### src/rtl/text_line_streamer.sv
// Streams one line of packed text from the character ROM as bytes, high byte first,
// using the line table to find the line's start word and length.
module text_line_streamer #(
  parameter int LINE_W      = 8,
  parameter int ADDR_W      = 9,
  parameter int LEN_W       = 9,
  parameter bit APPEND_CRLF = 1'b1
) (
  input  logic                    clk,
  input  logic                    rst_n,
  input  logic                    start,
  input  logic [LINE_W-1:0]       line_sel,
  output logic                    busy,
  output logic                    done,
  output logic [LINE_W-1:0]       map_line,
  input  logic [ADDR_W+LEN_W-1:0] map_addr,
  output logic [ADDR_W-1:0]       mem_addr,
  input  logic [15:0]             mem_dout,
  output logic [7:0]              out_data,
  output logic                    out_valid,
  input  logic                    out_ready
);

  localparam logic [2:0] S_IDLE   = 3'd0;
  localparam logic [2:0] S_LOOKUP = 3'd1;
  localparam logic [2:0] S_FETCH  = 3'd2;
  localparam logic [2:0] S_HI     = 3'd3;
  localparam logic [2:0] S_LO     = 3'd4;
  localparam logic [2:0] S_CR     = 3'd5;
  localparam logic [2:0] S_LF     = 3'd6;
  localparam logic [2:0] S_DONE   = 3'd7;

  // Where a line goes once its text is exhausted.
  localparam logic [2:0] S_TAIL = APPEND_CRLF ? S_CR : S_DONE;

  logic [2:0]        state_q,     state_d;
  logic [LINE_W-1:0] map_line_q,  map_line_d;
  logic [ADDR_W-1:0] mem_addr_q,  mem_addr_d;
  logic [LEN_W-1:0]  remaining_q, remaining_d;
  logic [15:0]       word_q,      word_d;

  logic [LEN_W-1:0]  map_count;
  logic              handshake;

  assign map_count = map_addr[ADDR_W+LEN_W-1:ADDR_W];
  assign handshake = out_valid & out_ready;

  always_comb begin
    state_d     = state_q;
    map_line_d  = map_line_q;
    mem_addr_d  = mem_addr_q;
    remaining_d = remaining_q;
    word_d      = word_q;
    case (state_q)
      S_IDLE: begin
        if (start) begin
          map_line_d = line_sel;
          state_d    = S_LOOKUP;
        end
      end
      S_LOOKUP: begin
        mem_addr_d  = map_addr[ADDR_W-1:0];
        remaining_d = map_count;
        state_d     = (map_count == '0) ? S_TAIL : S_FETCH;
      end
      S_FETCH: begin
        word_d      = mem_dout;
        mem_addr_d  = mem_addr_q + ADDR_W'(1);
        remaining_d = remaining_q - LEN_W'(1);
        state_d     = S_HI;
      end
      S_HI: if (handshake) state_d = S_LO;
      S_LO: if (handshake) state_d = (remaining_q != '0) ? S_FETCH : S_TAIL;
      S_CR: if (handshake) state_d = S_LF;
      S_LF: if (handshake) state_d = S_DONE;
      S_DONE:  state_d = S_IDLE;
      default: state_d = S_IDLE;
    endcase
  end

  always_ff @(posedge clk or negedge rst_n) begin
    if (!rst_n) begin
      state_q     <= S_IDLE;
      map_line_q  <= '0;
      mem_addr_q  <= '0;
      remaining_q <= '0;
      word_q      <= '0;
    end else begin
      state_q     <= state_d;
      map_line_q  <= map_line_d;
      mem_addr_q  <= mem_addr_d;
      remaining_q <= remaining_d;
      word_q      <= word_d;
    end
  end

  // Outputs decode straight from state so valid/data cannot change during a stall.
  always_comb begin
    out_data = 8'h00;
    case (state_q)
      S_HI:    out_data = word_q[15:8];
      S_LO:    out_data = word_q[7:0];
      S_CR:    out_data = 8'h0D;
      S_LF:    out_data = 8'h0A;
      default: out_data = 8'h00;
    endcase
  end

  assign out_valid = (state_q == S_HI) || (state_q == S_LO) ||
                     (state_q == S_CR) || (state_q == S_LF);
  assign busy      = (state_q != S_IDLE) && (state_q != S_DONE);
  assign done      = (state_q == S_DONE);
  assign map_line  = map_line_q;
  assign mem_addr  = mem_addr_q;

endmodule

### config.mk
export PLATFORM = sky130hd
export DESIGN_NAME = text_line_streamer
export DESIGN_NICKNAME = d
export VERILOG_FILES = /design/src/rtl/text_line_streamer.sv
export SDC_FILE = /design/constraint.sdc
export NUM_CORES = 1
export LEC_CHECK = 0
export ABC_AREA = 0
export BUFFER_PORTS_ARGS = -buffer_cell sky130_fd_sc_hd__buf_2
export CAP_MARGIN = 25
export CORE_ASPECT_RATIO = 0.7
export CORE_MARGIN = 1
export CORE_UTILIZATION = 55
export CTS_BUF_LIST = sky130_fd_sc_hd__clkbuf_4
export DETAILED_ROUTE_END_ITERATION = 6
export GPL_ROUTABILITY_DRIVEN = 0
export GPL_TIMING_DRIVEN = 0
export PLACE_DENSITY_LB_ADDON = 0.1
export RECOVER_POWER = 25
export SLEW_MARGIN = 20
export SYNTH_ARGS = -nofsm -noshare
export SYNTH_HDL_FRONTEND = slang
export SYNTH_SLANG_ARGS = --single-unit
### constraint.sdc
create_clock -name clk -period 3.59 [get_ports clk]
set_input_delay 0.1795 -clock clk [delete_from_list [all_inputs] [get_ports clk]]
set_output_delay 0.1795 -clock clk [all_outputs]
set_load 0.02 [all_outputs]
== Word-level counts from Yosys, hierarchy flattened ==
Cells that the tools add are included.

* Word-level logic and storage cells: 43
* Input port bits: 46
* Output and inout port bits: 28
* Flip-flop bits (word level): 45

* Reduce and logical (&&, ||, !) cells: 11
* Equal/unequal tests: 13
* Muxes and demuxes: 11
* Bitwise gates (word level): 1
* Add/subtract/negate cells: 2

{| class="wikitable"
|+ Operator list
! kind !! number
|-
| 9-bit case mux with 2 select lines || 2
|-
| 8-bit case mux with 4 select lines || 1
|-
| 3-bit case mux with 8 select lines || 1
|-
| 3-bit 2-to-1 mux || 7
|-
| 3-bit == test, second input constant || 4
|-
| 2-bit != test, second input constant || 5
|-
| 9-bit by 1-bit adder with 9-bit output, second input constant || 1
|-
| 9-bit zero test || 1
|-
| 9-bit nonzero test || 1
|-
| 9-bit by 1-bit subtractor with 9-bit output, second input constant || 1
|-
| 3-bit by 2-bit == test with 1-bit output, second input constant || 2
|-
| 5-bit AND reduction || 1
|-
| 3-bit by 1-bit == test with 1-bit output, second input constant || 1
|-
| 3-bit zero test || 1
|-
| 1-bit logical OR || 3
|-
| 3-bit != test, second input constant || 1
|-
| 3-bit nonzero test || 1
|-
| 2-bit AND reduction || 1
|-
| 2-bit nonzero test || 1
|-
| 1-bit bitwise AND || 1
|-
| 1-bit logical AND || 1
|}

== Depth between registers and ports, before layout ==
Gate-level depths: netlist of the first run.

* Depth after elaboration: 7
* Gate-level depth with buffers: 7
* Gate-level depth less buffers: 6

== Least setup slack after synthesis of the first run ==
Ideal clock, no wire load.

* Path type: register to register
* Start: register remaining_q[0]
* End: register remaining_q[8]
* Clock period less this slack: 2.057 ns
* Stages on the path, launching flop included: 7
* Library setup time: 0.126 ns
* Data arrival time: 1.931 ns
* Setup slack: 1.533 ns
* Buffers on the path: 0
* Data required time: 3.464 ns
* Cell sequence: dfrtp_1 > inv_1 > ha_1 > or4b_4 > or4_4 > a21bo_1 > a221o_1

* Word-level cells in the longest chain between the ends: 2

{| class="wikitable"
|+ RTL lines
! element !! line !! source
|-
| from (decl) || 39 || <nowiki>logic [LEN_W-1:0] remaining_q, remaining_d;</nowiki>
|-
| from (signal assigned) || 92 || <nowiki>remaining_q <= remaining_d;</nowiki>
|-
| 9-bit by 1-bit subtractor with 9-bit output || 69 || <nowiki>remaining_d = remaining_q - LEN_W'(1);</nowiki>
|-
| 9-bit case mux with 2 select lines || 54 || <nowiki>case (state_q)</nowiki>
|}

No other way between the ends.
A chain may end at the register's enable or synchronous reset.

== Worst setup path in the final report of the first run ==
* Start: register state_q[1]
* End: output port out_data[5]

* Word-level cells in the longest chain between the ends: 2
* Elaborated cells between the ends (all ways): 5
* Those cells by class: 4 x eq/ne; 1 x mux

{| class="wikitable"
|+ RTL lines
! element !! line !! source
|-
| from (decl) || 36 || <nowiki>logic [2:0] state_q, state_d;</nowiki>
|-
| from (signal assigned) || 89 || <nowiki>state_q <= state_d;</nowiki>
|-
| 3-bit == test / 3-bit by 2-bit == test with 1-bit output (equally long branches) || 100 || <nowiki>case (state_q)</nowiki>
|-
| 8-bit case mux with 4 select lines * || 100 ||
|-
| to (decl) || 19 || <nowiki>output logic [7:0] out_data,</nowiki>
|}

Mark *: on every way between the ends. The rest lies on a longest branch, timed or not.

==> summary.txt, run 1 <==
STA
  • Worst-Margin Slew: 1.52 ns
  • Final Hold Fails: 0
  • Unrepaired setup endpoints after global routing: false
  • Final Critical Period: 2.37 ns
  • Rel. slew slack: -0.0134
  • Achievable Freq: 0.422 GHz
  • Final setup skew: 0.00812 ns
  • Setup TNS: 0 ns
  • Period utilization: 0.659
  • Endpoints failing setup: 0
  • Hold Slack: 0.00374 ns
  • Max Slew Vio Count: 30

Clock network
  • CTS tree: yes
  • Clock Latency Late Sink: 0.35 ns
  • Post-CTS sizing: 0
  • CTS Buffer Depth: 2
  • Cts hold-fix bufs: 7
  • H-tree Lvls: 2
  • CTS sink count: 45
  • Clk slew on worst S/H paths: 0.14 ns
  • Post-CTS setup repair buffer count: 0
  • Total CTS buffers: 5
  • Root Buffer: clkbuf_4

Yosys
  • Ys Warns: 0
  • Top cells by area, synth: dfrtp_1 (50%), nand2_1 (11%), mux2_2 (4.0%)
  • Syn_nets: 296
  • Post-synth EDFFs: 0
  • Synth top area share: 0.496
  • Seq/Total Area, Yosys: 0.496
  • Post-synthesis register bit count: 45
  • Synthesized area: 2270 um^2
  • Top FF cell, synth: dfrtp_1
  • Synth async-reset ratio: 1.00
  • Netlist cell types: 41
  • Mapped Avg Cell Area: 9.15 um^2
  • Yosys top cell by area: dfrtp_1
  • Mapped Cells: 248

Run
  • Max Cap Viol: 1

Worst setup path
  • Largest delay share family, worst path: simple AND/OR/NAND/NOR gates
  • CP max FO: 10
  • CP peak stage delay: 0.48 ns
  • Setup CP Type: reg2out
  • CP bufs+invs: 2
  • WP data required: 3.41 ns
  • CP startpoint kind: flip-flop
  • Critical Path End Type: output port
  • Critical-path top delay cell: dfrtp_1
  • R2r endpoint: remaining_q[8]
  • WP data arrival: 2.19 ns
  • Cell Chain, Critical Path: clkbuf_1 > nand2_1 > nor2_1 > a22o_1 > buf_2
  • R2R depth: 6
  • Worst reg2reg startpoint: remaining_q[0]
  • Reg2reg setup slack: 1.43 ns

Drt
  • DR pass1 iterations: 5
  • Vias: 2202
  • Post-DRT Antenna Nets: 0
  • WL final: 5470 um
  • Drc violations: 0
  • 1st-iter DRT viols: 152
  • Drt wl/cell: 14.1 um
  • DR vias/cell: 5.66

Worst hold path
  • WHS Path Cells: 3
  • Hold Crit Class: in2reg
  • Hold Startpoint: mem_dout[12]
  • Worst Hold Path EP: word_q[12]

Global routing
  • Largest net degree at the start of global routing: 46
  • Vias in the first global route: 2016
  • Total gr overflow: 0
  • Initial antenna violation count: 0
  • First-pass GRT wire length: 9230 um
  • Global-route usage over all layers: 0.273

Cells and area
  • Most frequent cells in the layout: buf_2 (74), nand2_1 (67), dfrtp_1 (45)
  • Diode count: 0
  • Seq. cell area: 1130 um^2
  • Fillers: 306
  • Fin nets: 384
  • Area grow syn2layout: 26.7%
  • Final cell count without fillers: 389
  • Commonest non-fill, non-tap cell in the layout: buf_2
  • Share of layout cells above drive strength 1: 0.294
  • Area of the multi-input gates: 1060 um^2

Pwr
  • PwrDens: 940 nW/um^2
  • Clk pwr share: 0.143
  • Sw Ratio: 0.442
  • Power share of the combinational group: 0.504
  • Int Pwr: 0.00151 W
  • NetSw: 0.00119 W
  • Flop pwr share: 0.353
  • P_leak: 1.39 nW
  • Peak VDD IR: 0.500 mV

Die
  • Die ar.: 4390 um^2
  • DIE WIDTH: 78.8 um
  • Core Region: 3950 um^2
  • Initial Utilization: 0.575
  • Die height: 55.7 um
  • Row count: 19
  • Io pins: 74

Place
  • HPWL Detailed: 3890 um
  • Placed cell count: 373
  • Port bufs: 73

Status
  • Outcome: finished, violations left
  • Failing checks: max-capacitance violations, max-slew violations
## registers in the layout, summed over array words and instances (netlist names)
signal,cells
map_line,8
mem_addr,9
remaining_q,9
state_q,3
word_q,16
## metrics by stage
stage          setup WS (ns)  total power, W  instance area (um^2)  utilization
2_1_floorplan           1.53         0.00189                  2270            -
3_3_place_gp            1.48         0.00226                  2700        0.684
3_5_place_dp            1.45         0.00230                  2700        0.684
4_1_cts                 1.23         0.00270                  2870        0.728
5_1_grt                0.814         0.00290                  2870        0.728
6_report                1.22         0.00270                  2870        0.728
## area by class of cell
type	instances	area share
flip-flops and latches	45	0.392
multi-input cells	183	0.370
repair buffers	81	0.152
clock inverters	3	0.0226
well taps	52	0.0226
plain buffers	15	0.0205
clock buffers	5	0.0131
inverters	5	0.00653
## synth_stat cells, drive strengths merged (2+ instances only)
cell type,n
o211ai,3
buf,4
ha,2
o311ai,3
a311oi,6
inv,5
a22o,4
or4,2
and3,4
xnor2,2
dfrtp,45
nand2,67
nor2b,2
nor4,2
a211oi,5
mux2,8
a21oi,4
nor2,22
nand3,5
clkbuf,11
and4,2
nor4b,2
o22ai,2
nor3,8
o221a,3
o21ai,9
or3b,2
a221o,3
## per-layer routing
layer | track usage | part of all wire | up-vias
met5 | 0 | 0 | -
met4 | 0.0767 | 0.0090 | 0
met3 | 0.0721 | 0.082 | 6
met2 | 0.407 | 0.45 | 98
met1 | 0.395 | 0.46 | 1034
li1 | - | - | 1064
## worst max-delay path by stage
stage | from | endpoint | slack [ns] | depth (start not counted)
global route | rst_n | mem_addr[0] | 0.81 | 3
floorplan | remaining_q[0] | remaining_q[8] | 1.53 | 6
finish | state_q[1] | out_data[5] | 1.22 | 5
CTS | state_q[1] | out_data[5] | 1.23 | 5
detailed placement | remaining_q[0] | remaining_q[8] | 1.45 | 6
global placement | remaining_q[0] | remaining_q[8] | 1.48 | 6
## worst reg2reg max path, delay by kind of cell, from the launching register on
kind / cells / cell delay, ns
compound gates: 2 / 0.50
fa+ha+maj: 1 / 0.15
buf+inv: 1 / 0.07
flops: 1 / 0.44
simple gates: 2 / 0.91
## cell families after synthesis
family,synth area share
buffers and inverters,0.0342
muxes,0.0397
AOI/OAI and AO/OA,0.162
adders and majority gates,0.0110
xor gates and xnor gates,0.00772
DFF,0.496
and+or+nand+nor,0.249
## power by group through the flow
stage | logic (W) | clock network [W] | registers, W
final | 0.00136 | 0.000386 | 0.000955
after floorplan | 0.000852 | 0 | 0.00104
after CTS | 0.00136 | 0.000388 | 0.000951
after detailed placement | 0.00134 | 0 | 0.000960
after global placement | 0.00131 | 0 | 0.000947
after global routing | 0.00151 | 0.000408 | 0.000990
(Power assumes the default switching activity.)
==> inputs of run 2 (changes only) <==
--- a/config.mk
+++ b/config.mk
@@ -10,7 +10,7 @@
 export CAP_MARGIN = 25
 export CORE_ASPECT_RATIO = 0.7
 export CORE_MARGIN = 1
-export CORE_UTILIZATION = 55
+export CORE_UTILIZATION = 52
 export CTS_BUF_LIST = sky130_fd_sc_hd__clkbuf_4
 export DETAILED_ROUTE_END_ITERATION = 6
 export GPL_ROUTABILITY_DRIVEN = 0
==> constraint.sdc (replaced) <==
create_clock -name clk -period 2.29 [get_ports clk]
set_input_delay 0.1145 -clock clk [delete_from_list [all_inputs] [get_ports clk]]
set_output_delay 0.1145 -clock clk [all_outputs]
set_load 0.02 [all_outputs]
==> summary.txt, run 2 (synthesized netlist as in run 1, its figures left out) <==
Clock network
  • Clock Latency Late Sink: 0.37 ns (+0.02 ns)
  • CTS tree: yes
  • CTS sink count: 45 (unchanged)
  • H-tree Lvls: 2 (unchanged)
  • Root Buffer: clkbuf_4
  • Clk slew on worst S/H paths: 0.14 ns (about the same)
  • Post-CTS setup repair buffer count: 0 (unchanged)
  • Total CTS buffers: 5 (unchanged)
  • CTS Buffer Depth: 2 (unchanged)

Worst setup path
  • Largest delay share family, worst path: simple AND/OR/NAND/NOR gates
  • WP data required: 2.56 ns (-0.85 ns)
  • WP data arrival: 2.44 ns (+0.25 ns)
  • Setup CP Type: reg2reg
  • Critical Path End Type: flip-flop
  • Reg2reg setup slack: 0.12 ns (-1.31 ns)
  • R2r endpoint: remaining_q[8]
  • Cell Chain, Critical Path: inv_1 > ha_1 > or4b_4 > or4_4 > a21bo_1 > a221o_1
  • CP startpoint kind: flip-flop
  • Setup crit end: remaining_q[8]
  • CP bufs+invs: 1 (-1)
  • CP max FO: 5 (-5)
  • R2R depth: 6 (unchanged)
  • CP Depth: 6 (+1)
  • Worst reg2reg startpoint: remaining_q[0]
  • Critical-path top delay cell: or4b_4
  • Worst setup path startpoint: remaining_q[0]
  • CP peak stage delay: 0.47 ns (about the same)

Drt
  • Drc violations: 0 (unchanged)
  • DR pass1 iterations: 7 (+2)
  • DR vias/cell: 5.63 (-0.63%)
  • Post-DRT Antenna Nets: 0 (unchanged)
  • Drt wl/cell: 14.9 um (+6.2%)
  • Vias: 2340 (+6.3%)
  • 1st-iter DRT viols: 178 (+17%)
  • WL final: 6210 um (+14%)

Die
  • DIE WIDTH: 80.9 um (+2.8%)
  • Initial Utilization: 0.561 (-0.0135)
  • Core Region: 4040 um^2 (+2.4%)
  • Row count: 19 (unchanged)
  • Die ar.: 4630 um^2 (+5.6%)
  • Die height: 57.3 um (+2.7%)
  • Io pins: 74 (unchanged)

Place
  • Port bufs: 73 (unchanged)
  • HPWL Detailed: 4010 um (+2.9%)
  • Pre-CTS WS: 0.150 ns (-1.30 ns)

Cells and area
  • Share of layout cells above drive strength 1: 0.280 (-0.0135)
  • Most frequent cells in the layout: buf_2 (74), nand2_1 (67), dfrtp_1 (45)
  • Diode count: 0 (unchanged)
  • Commonest non-fill, non-tap cell in the layout: buf_2
  • Fin nets: 411 (+7.0%)
  • Number of flip-flops in the largest register: 16 (unchanged)
  • Area grow syn2layout: 38.0%
  • Largest Register: word_q

STA
  • Max Slew Vio Count: 0 (-100%)
  • Period utilization: 0.947
  • Final Critical Period: 2.17 ns
  • Unrepaired setup endpoints after global routing: false
  • Final worst setup slack: 0.122 ns (-1.10 ns)
  • Rel. slew slack: 0.486 (+0.500)
  • Worst-Margin Slew: 0.771 ns (-0.749 ns)
  • Final Hold Fails: 0 (unchanged)
  • Final setup skew: 0.0217 ns (+0.0136 ns)
  • Setup TNS: 0 ns (unchanged)
  • Achievable Freq: 0.461 GHz
  • Endpoints failing setup: 0 (unchanged)

Global routing
  • First-pass GRT wire length: 10100 um (+9.7%)
  • Vias in the first global route: 2173 (+7.8%)
  • Global-route usage over all layers: 0.295 (+0.0216)
  • Initial antenna violation count: 0 (unchanged)
  • Largest net degree at the start of global routing: 46 (unchanged)
  • Total gr overflow: 0 (unchanged)

Pwr
  • P_leak: 1.49 nW (+7.5%)
  • Peak VDD IR: 0.786 mV (+57%)
  • PwrDens: 1340 nW/um^2 (+43%)

Run
  • Max Cap Viol: 0 (-1)

Worst hold path
  • Hold Crit Class: in2reg

Status
  • Outcome: complete, no violations
-- run 2: changes by cell type in the layout (fill, tap and decap cells not counted), sizes merged --
cell,previous run,this run
clkinvlp,0,1
bufinv,2,1
dlygate4sd3,7,34
-- run 2: routing by layer --
layer | wire, um | GRT usage | vias to the layer above
met5 | 0 | 0 | -
met1 | 2810 | 0.424 | 1125
met4 | 73 | 0.0816 | 0
met3 | 342 | 0.0496 | 10
met2 | 2990 | 0.463 | 93
li1 | - | - | 1112
-- run 2: worst min path at each step --
stage | start | to | slack (ns) | cells after the start
6_report | map_addr[8] | mem_addr[8] | 0.01 | 3
5_1_grt | map_addr[8] | mem_addr[8] | 0.006 | 3
4_1_cts | line_sel[6] | map_line[6] | 0.002 | 2
3_5_place_dp | mem_dout[8] | word_q[8] | 0.31 | 3
3_3_place_gp | mem_dout[5] | word_q[5] | 0.30 | 3
2_1_floorplan | rst_n | map_line[0] | -0.18 | 0
-- run 2: tightest hold or removal path, cell delays in order --
cell and delay [ns]:
buf_2 0.09, nor2_1 0.09, nor3_1 0.06
-- run 2: per-stage QoR --
| step | hold WS (ns) | cell area (um^2) | power (W) | std cells | util |
|---|---|---|---|---|---|
| detailed placement | 0.307 | 2700 | 0.00362 | 373 | 0.668 |
| CTS | 0.00240 | 3100 | 0.00415 | 413 | 0.767 |
| global route | 0.00581 | 3130 | 0.00455 | 416 | 0.775 |
| floorplan | -0.181 | 2270 | 0.00296 | 248 | - |
| global placement | 0.304 | 2700 | 0.00354 | 373 | 0.668 |
| finish | 0.0144 | 3130 | 0.00421 | 416 | 0.775 |
-- run 2: layout make-up --
cell class	instances	area (um^2)
clock inverters	3	41.3
well taps	52	65.1
repair buffers	108	709
plain buffers	15	60.1
fillers	302	911
flip-flops and latches	45	1130
inverters	5	18.8
clock buffers	5	37.5
multi-input cells	183	1070
-- run 2: power breakdown --
group | leakage (nW) | switching, W | internal [W]
logic | 0.918 | 0.00134 | 0.000866
clock network | 0.0389 | 0.000266 | 0.000226
registers | 0.537 | 0.000316 | 0.00119
total | 1.49 | 0.00192 | 0.00228
-- run 2: timing repair --
item	in CTS	in global routing
resized for setup	0	4
setup endpoints to repair	0	8
endpoints found under the hold margin	76	2
hold buffers	32	2
==> inputs of run 3 (changes only) <==
--- a/config.mk
+++ b/config.mk
@@ -12,11 +12,11 @@
 export CORE_MARGIN = 1
 export CORE_UTILIZATION = 52
 export CTS_BUF_LIST = sky130_fd_sc_hd__clkbuf_4
+export CTS_CLUSTER_DIAMETER = 100
 export DETAILED_ROUTE_END_ITERATION = 6
 export GPL_ROUTABILITY_DRIVEN = 0
 export GPL_TIMING_DRIVEN = 0
 export PLACE_DENSITY_LB_ADDON = 0.1
-export RECOVER_POWER = 25
 export SLEW_MARGIN = 20
 export SYNTH_ARGS = -nofsm -noshare
 export SYNTH_HDL_FRONTEND = slang
==> summary.txt, run 3 (synthesized netlist as in run 1, its figures left out) <==
Status
  • Outcome: complete, no violations

Worst setup path
  • R2r endpoint: remaining_q[8]
  • CP bufs+invs: 1 (unchanged)
  • WP data arrival: 2.44 ns (about the same)
  • Worst setup path startpoint: remaining_q[0]
  • Cell Chain, Critical Path: inv_1 > ha_1 > or4b_4 > or4_4 > a21bo_1 > a221o_1
  • Reg2reg setup slack: 0.12 ns (about the same)
  • CP max FO: 5 (unchanged)
  • CP startpoint kind: flip-flop
  • R2R depth: 6 (unchanged)
  • CP peak stage delay: 0.47 ns (about the same)
  • Critical-path top delay cell: or4b_4
  • Setup CP Type: reg2reg
  • WP data required: 2.56 ns (about the same)
  • Critical Path End Type: flip-flop
  • Largest delay share family, worst path: simple AND/OR/NAND/NOR gates
  • Setup crit end: remaining_q[8]
  • CP Depth: 6 (unchanged)
  • Worst reg2reg startpoint: remaining_q[0]

Die
  • Initial Utilization: 0.561 (unchanged)
  • Io pins: 74 (unchanged)
  • DIE WIDTH: 80.9 um (unchanged)
  • Die ar.: 4630 um^2 (unchanged)
  • Die height: 57.3 um (unchanged)
  • Core Region: 4040 um^2 (unchanged)
  • Row count: 19 (unchanged)

Cells and area
  • Area grow syn2layout: 38.7%
  • Number of flip-flops in the largest register: 16 (unchanged)
  • Fillers: 299 (-0.99%)
  • Final cell count without fillers: 416 (unchanged)
  • Most frequent cells in the layout: buf_2 (75), nand2_1 (67), dfrtp_1 (45)
  • Share of layout cells above drive strength 1: 0.283 (+0.00275)
  • Fin nets: 411 (unchanged)
  • Diode count: 0 (unchanged)
  • Fin area: 3150 um^2 (+0.52%)
  • Commonest non-fill, non-tap cell in the layout: buf_2
  • Largest Register: word_q

Place
  • HPWL Detailed: 4010 um (unchanged)
  • Pre-CTS WS: 0.150 ns (unchanged)
  • Port bufs: 73 (unchanged)
  • Placement Cell Area: 2700 um^2 (unchanged)
  • Placed cell count: 373 (unchanged)

Clock network
  • CTS tree: yes
  • Total CTS buffers: 5 (unchanged)
  • CTS sink count: 45 (unchanged)
  • Post-CTS setup repair buffer count: 0 (unchanged)
  • Clk slew on worst S/H paths: 0.14 ns (about the same)
  • Root Buffer: clkbuf_4
  • CTS Buffer Depth: 2 (unchanged)
  • Clock Latency Late Sink: 0.37 ns (about the same)
  • H-tree Lvls: 2 (unchanged)

Worst hold path
  • WHS Path Cells: 3 (unchanged)
  • Hold Crit Class: in2reg

STA
  • Rel. slew slack: 0.559 (+0.0729)
  • Achievable Freq: 0.461 GHz (about the same)
  • Final Critical Period: 2.17 ns (+0.00188 ns)
  • Final Hold Fails: 0 (unchanged)
  • Setup TNS: 0 ns (unchanged)
  • Endpoints failing setup: 0 (unchanged)
  • Max Slew Vio Count: 0 (unchanged)
  • Final worst setup slack: 0.120 ns (-0.00188 ns)
  • Worst-Margin Slew: 0.659 ns (-0.112 ns)
  • Unrepaired setup endpoints after global routing: false
  • Final setup skew: 0.0221 ns (+0.000413 ns)
  • Period utilization: 0.948 (about the same)

Global routing
  • Vias in the first global route: 2173 (unchanged)
  • Initial antenna violation count: 0 (unchanged)
  • Total gr overflow: 0 (unchanged)
  • Global-route usage over all layers: 0.295 (unchanged)
  • First-pass GRT wire length: 10100 um (unchanged)
  • Largest net degree at the start of global routing: 46 (unchanged)

Pwr
  • Peak VDD IR: 0.783 mV (-0.31%)
  • PwrDens: 1340 nW/um^2 (-0.50%)
  • P_leak: 1.50 nW (+0.54%)
  • Overall power: 0.00421 W (about the same)

Drt
  • Drc violations: 0 (unchanged)
  • Vias: 2344 (+0.17%)
  • 1st-iter DRT viols: 178 (unchanged)
  • Post-DRT Antenna Nets: 0 (unchanged)
  • Drt wl/cell: 15.0 um (+0.27%)
  • WL final: 6230 um (+0.27%)
  • DR pass1 iterations: 5 (-2)
  • DR vias/cell: 5.63 (+0.17%)

Run
  • Max Cap Viol: 0 (unchanged)
-- run 3: changes by cell type in the layout (fill, tap and decap cells not counted), sizes merged --
cell,previous run,this run
clkbuf,18,16
buf,76,78
-- run 3: through the flow --
step / utilization / hold WS (ns)
floorplan: - / -0.181
global placement: 0.668 / 0.304
detailed placement: 0.668 / 0.307
CTS: 0.767 / 0.00240
global route: 0.779 / 0.00581
finish: 0.779 / 0.0162
-- run 3: routing by layer --
layer,global-route usage,vias to the layer above,part of all wire
li1,-,1111,-
met2,0.463,90,0.48
met3,0.0496,10,0.056
met5,0,-,0
met1,0.424,1133,0.45
met4,0.0816,0,0.012
-- run 3: worst min-delay path, cell delays in order --
cell and delay (ns):
buf_2 0.09, nor2_1 0.09, nor3_1 0.06
-- run 3: how the worst min path moves through the flow --
stage	start	end	slack [ns]
3_3_place_gp	mem_dout[5]	word_q[5]	0.30
4_1_cts	line_sel[6]	map_line[6]	0.002
2_1_floorplan	rst_n	map_line[0]	-0.18
6_report	map_addr[8]	mem_addr[8]	0.02
5_1_grt	map_addr[8]	mem_addr[8]	0.006
3_5_place_dp	mem_dout[8]	word_q[8]	0.31
-- run 3: timing repair --
item | in CTS | in global routing
hold buffers | 32 | 2
setup endpoints to repair | 0 | 8
gates resized for setup | 0 | 4
hold endpoints to repair | 76 | 2
-- run 3: area by class of cell --
cell class                      instances  area [um^2]  share of cell area
Inverter                                5         18.8             0.00596
Clock inverter                          3         41.3              0.0131
Clock buffer                            5         37.5              0.0119
Timing Repair Buffer                  108          726               0.231
Sequential cell                        45         1130               0.358
Tap cell                               52         65.1              0.0207
Multi-Input combinational cell        183         1070               0.341
Buffer                                 15         60.1              0.0191
-- run 3: report_power, final --
group	switching [W]	internal, W
clock	0.000265	0.000226
combinational	0.00134	0.000869
sequential	0.000315	0.00119
total	0.00192	0.00229
